## config.mk

```make
export PLATFORM = sky130hd
export DESIGN_NAME = leaf_user_rx_buffer
export DESIGN_NICKNAME = d
export VERILOG_FILES = /design/src/rtl/leaf_user_rx_buffer.sv
export SDC_FILE = /design/constraint.sdc
export NUM_CORES = 1
export LEC_CHECK = 0
export CAP_MARGIN = 5
export CORE_MARGIN = 1
export CORE_UTILIZATION = 54
export CTS_BUF_LIST = sky130_fd_sc_hd__clkbuf_16
export CTS_CLUSTER_DIAMETER = 150
export CTS_CLUSTER_SIZE = 12
export DETAILED_ROUTE_END_ITERATION = 7
export PLACE_DENSITY = 0.75
export SYNTH_ARGS = -nofsm -noshare
export SYNTH_HDL_FRONTEND = slang
export SYNTH_SLANG_ARGS = --single-unit
```

## constraint.sdc

```tcl
create_clock -name clk -period 4 [get_ports clk]
set_clock_uncertainty 0.15 [all_clocks]
set_input_delay 0.4 -clock clk [delete_from_list [all_inputs] [get_ports clk]]
set_output_delay 0.4 -clock clk [all_outputs]
set_load 0.005 [all_outputs]
```

## src/rtl/leaf_user_rx_buffer.sv

```systemverilog
// Elastic rx buffer: FWFT FIFO between leaf interface and user kernel, with occupancy/peak readback.
// Latency one cycle write-to-dout; ack_out = !full from registered count only, independent of ack_in.
module leaf_user_rx_buffer #(
  parameter int PAYLOAD_BITS = 32,
  parameter int DEPTH_BITS   = 4
) (
  input  logic                    clk,
  input  logic                    reset_n,
  input  logic                    clear,
  input  logic [PAYLOAD_BITS-1:0] din,
  input  logic                    vld_in,
  output logic                    ack_out,
  output logic [PAYLOAD_BITS-1:0] dout,
  output logic                    vld_out,
  input  logic                    ack_in,
  output logic [DEPTH_BITS:0]     count,
  output logic [DEPTH_BITS:0]     peak,
  output logic                    full,
  output logic                    empty
);

  localparam int DEPTH = 1 << DEPTH_BITS;
  localparam logic [DEPTH_BITS:0] FULL_CNT = {1'b1, {DEPTH_BITS{1'b0}}};
  localparam logic [DEPTH_BITS:0] ONE_CNT  = {{DEPTH_BITS{1'b0}}, 1'b1};
  localparam logic [DEPTH_BITS-1:0] ONE_PTR = {{(DEPTH_BITS-1){1'b0}}, 1'b1};

  logic [PAYLOAD_BITS-1:0] mem [DEPTH];

  logic [DEPTH_BITS-1:0] wptr_q, wptr_d;
  logic [DEPTH_BITS-1:0] rptr_q, rptr_d;
  logic [DEPTH_BITS:0]   count_q, count_d;
  logic [DEPTH_BITS:0]   peak_q, peak_d;

  logic wr_en;
  logic rd_en;

  assign full    = (count_q == FULL_CNT);
  assign empty   = (count_q == '0);
  assign ack_out = !full;
  assign vld_out = !empty;
  assign dout    = mem[rptr_q];
  assign count   = count_q;
  assign peak    = peak_q;

  assign wr_en = vld_in && ack_out;
  assign rd_en = vld_out && ack_in;

  always_comb begin
    wptr_d  = wptr_q;
    rptr_d  = rptr_q;
    count_d = count_q;
    peak_d  = peak_q;
    if (clear) begin
      wptr_d  = '0;
      rptr_d  = '0;
      count_d = '0;
      peak_d  = '0;
    end else begin
      if (wr_en) wptr_d = wptr_q + ONE_PTR;
      if (rd_en) rptr_d = rptr_q + ONE_PTR;
      if (wr_en && !rd_en)      count_d = count_q + ONE_CNT;
      else if (rd_en && !wr_en) count_d = count_q - ONE_CNT;
      // count never exceeds depth, so peak saturates on its own
      if (count_d > peak_q) peak_d = count_d;
    end
  end

  always_ff @(posedge clk or negedge reset_n) begin
    if (!reset_n) begin
      wptr_q  <= '0;
      rptr_q  <= '0;
      count_q <= '0;
      peak_q  <= '0;
    end else begin
      wptr_q  <= wptr_d;
      rptr_q  <= rptr_d;
      count_q <= count_d;
      peak_q  <= peak_d;
    end
  end

  // Storage is deliberately unreset so it maps onto LUTRAM.
  always_ff @(posedge clk) begin
    if (wr_en && !clear) mem[wptr_q] <= din;
  end

endmodule

```

==> metrics.log, run 1 <==
[metrics] number of levels in the clock H-tree: 2
[metrics] DR WL/cell: 27.9 µm
[metrics] filler cell count: 2398
[metrics] Synth Instances: 845
[metrics] top cells by area in the synthesized netlist: edfxtp_1 76%, mux4_2 18%, dfrtp_1 2.2%
[metrics] Post-synth top flop: edfxtp_1
[metrics] fin nets: 1022
[metrics] post-route DRC violation count: 0
[metrics] maximum number of pins on one net before global-route repair: 44
[metrics] Boundary Pins: 83
[metrics] Worst setup EP type: primary output
[metrics] Seq cells post-synth: 530
[metrics] GR Overflow Total: 0
[metrics] most frequent cells after synthesis: 512 x edfxtp_1, 160 x mux4_2, 23 x nor2_1, 22 x clkbuf_1, 18 x dfrtp_1
[metrics] Final Hold Vio Count: 0
[metrics] unique cell type count in the Yosys netlist: 37
[metrics] number of antenna violations at the first check in global routing: 1
[metrics] worst-case hold slack: 0.155 ns
[metrics] synthesized area: 20300 µm²
[metrics] global-route wire length before repair: 62100 µm
[metrics] die area: 38400 µm²
[metrics] root buf cell: clkbuf_16
[metrics] maximum ir drop on the vdd rail: 361 µV
[metrics] total nets after synthesis: 894
[metrics] router iterations before antenna repair: 5
[metrics] fraction of the cycle the final worst path needs: 94.4%
[metrics] run status: finished, final reports clean
[metrics] share of synthesized registers carrying an async set or reset: 3.40%
[metrics] Worst Path Max Fanout: 38
[metrics] arrival time worst endpoint: 3.23 ns
[metrics] Core Region: 36900 µm²
[metrics] number of buffers added by the clock tree synthesis step: 50
[metrics] CP Launch Type: register
[metrics] setup slack after layout: 0.224 ns
[metrics] standby leakage power: 7.22 nW
[metrics] clock transition at the registers of the reported paths: 0.06 ns
[metrics] area fraction of the dominant cell type after synthesis: 75.6%
[metrics] Setup-failing EPs final: 0
[metrics] WP data required: 3.45 ns
[metrics] first-iteration detailed-routing DRC count: 776
[metrics] met1 usage: 31.4%
[metrics] cell with the most instances after synthesis: edfxtp_1
[metrics] unrepaired setup endpoints after global routing: no
[metrics] type of the tightest min-delay check: in2async
[metrics] met2 track utilization from global routing: 36.8%
[metrics] post-synthesis average cell area: 24.1 µm²
[metrics] Yosys top cell by area: edfxtp_1
[metrics] post-layout minimum cycle time: 3.78 ns
[metrics] GR Util All Layers: 22.5%
[metrics] final-report max-slew violation count: 0
[metrics] Storage cell area: 15800 µm²
[metrics] number of cells upsized or downsized after cts: 0
[metrics] GP Congestion: 0.785
[metrics] clock tree buffer depth: 3
[metrics] via/cell ratio: 6.13
[metrics] post-detailed-placement half-perimeter wirelength: 22300 µm
[metrics] via count of the first global-routing pass: 9639
[metrics] PwrDens: 522 nW/µm²
[metrics] Port Buffers: 82
[metrics] horizontal die dimension: 196 µm
[metrics] final core utilization: 63.9%
[metrics] P&R area growth vs syn: 15.8%
[metrics] worst slack at placement: 0.229 ns
[metrics] Max Clk Rate: 265 MHz
[metrics] Max Cap Violations: 0
[metrics] GR Layer Usage met3: 3.63%
[metrics] number of vias after detailed routing: 9113
[metrics] worst skew pair latency: 0.57 ns
[metrics] hold_buf cts: 0
[metrics] # Post-CTS Setup Buffers: 0
[metrics] global routing's busiest layer: met2
[metrics] total number of clock tree sinks: 530
[metrics] total power of the final layout: 0.0123 W
[metrics] actual transition at the worst max-transition pin: 0.994 ns
[metrics] Cell Rows: 70
[metrics] max-slew headroom at the worst pin: 33.7%
[metrics] post-synthesis sequential area ratio: 77.8%
[metrics] total number of yosys warnings: 0
[metrics] total detailed-routing wirelength: 41500 µm
[metrics] share of final-layout standard cells stronger than drive strength 1: 27.8%
[metrics] Vert. Die Dim: 196 µm
[metrics] starting density of the core: 55.2%
[metrics] CP Class: reg2out
[metrics] number of enable flip-flop cells after synthesis: 512
[metrics] area of combinational cells with multiple inputs: 4420 µm²
[metrics] TritonCTS clock tree: yes
[metrics] number of routed nets with antenna violations: 0
## flip-flops by register name, indices dropped and copies added (netlist names)
signal / flops
count: 5
wptr_q: 4
rptr_q: 4
peak: 5
mem: 512
## metal layers
layer,vias to the layer above,part of all wire (%)
li1,3841,-
met1,4869,41
met2,326,50
met3,77,6.2
met4,0,2.6
met5,-,0
## cell families (layout without fill, tap and decap cells)
group / count (synthesis) / after routing / share of synthesized area, %
buffers and inverters: 53 / 190 / 1.10
adder cells (fa/ha/maj): 12 / 12 / 0.738
multiplexers: 160 / 160 / 17.7
other: 0 / 1 / 0
AND/OR/NAND/NOR: 61 / 61 / 1.44
XOR/XNOR: 9 / 9 / 0.388
flip-flops: 530 / 530 / 77.8
AO/OA/AOI/OAI: 20 / 20 / 0.800
## power breakdown
part           internal, W  switching [W]  total (W)
sequential         0.00616       0.000110    0.00627
clock              0.00226        0.00186    0.00412
combinational      0.00108       0.000821    0.00190
total              0.00950        0.00279     0.0123
## worst max-delay path: stages, from the launching register on
cell and delay (ns):
dfrtp_4 0.66, buf_12 0.34, mux4_2 0.60, mux4_2 0.52, clkdlybuf4s50_1 0.47
## final timing paths
| check | start | end | slack, ns | depth (start not counted) |
|---|---|---|---|---|
| worst max-delay path | rptr_q[0]$_DFFE_PN0P_ | dout[22] | 0.22 | 4 |
| worst min-delay path | reset_n | wptr_q[2]$_DFFE_PN0P_ | 0.15 | 1 |
| worst max register to register | count[1]$_DFF_PN0_ | peak[3]$_DFFE_PN0P_ | 0.32 | 11 |
| worst min register to register | peak[0]$_DFFE_PN0P_ | peak[0]$_DFFE_PN0P_ | 0.39 | 1 |
| max in group asynchronous | reset_n | rptr_q[1]$_DFFE_PN0P_ | 2.94 | 1 |
| min in group clk | peak[0]$_DFFE_PN0P_ | peak[0]$_DFFE_PN0P_ | 0.39 | 1 |
## through the flow
stage                     TNS (ns)  std cells  area, µm²
after floorplan              -2.80        845      20300
after global placement           0       1425      22200
after detailed placement         0       1425      22200
after CTS                        0       1486      23500
after global routing             0       1487      23500
final                            0       1487      23500
## final cells by class
| type | count | area share (%) |
|---|---|---|
| Antenna cell | 1 | 0.0106 |
| Clock buffer | 51 | 5.42 |
| Clock inverter | 10 | 0.282 |
| Inverter | 12 | 0.191 |
| Multi-Input combinational cell | 262 | 18.8 |
| Sequential cell | 530 | 67.3 |
| Tap cell | 504 | 2.68 |
| Timing Repair Buffer | 117 | 5.40 |
## layout by cell type, fill, tap and decap left out, drive strengths merged, types with 3 or more instances in the layout
master | netlist | routed
nor2b | 4 | 4
mux4 | 160 | 160
nand2 | 13 | 13
buf | 19 | 35
a22o | 4 | 4
clkbuf | 22 | 51
edfxtp | 512 | 512
dfrtp | 18 | 18
xor2 | 4 | 4
nor3 | 6 | 6
o21ai | 3 | 3
ha | 12 | 12
inv | 12 | 22
clkdlybuf4s50 | 0 | 82
xnor2 | 5 | 5
nor2 | 23 | 23
nand3 | 3 | 3
and3 | 3 | 3
a21oi | 3 | 3
No activity file was read; power rests on OpenSTA's default activity.
==> run 2: changes to the inputs <==
Settings changed: ABC_CLOCK_PERIOD_IN_PS from default to 4000, HOLD_SLACK_MARGIN from default to 0.02.
==> results of run 2 <==
No change in the layout: final DEF, timing and power equal those of run 1.
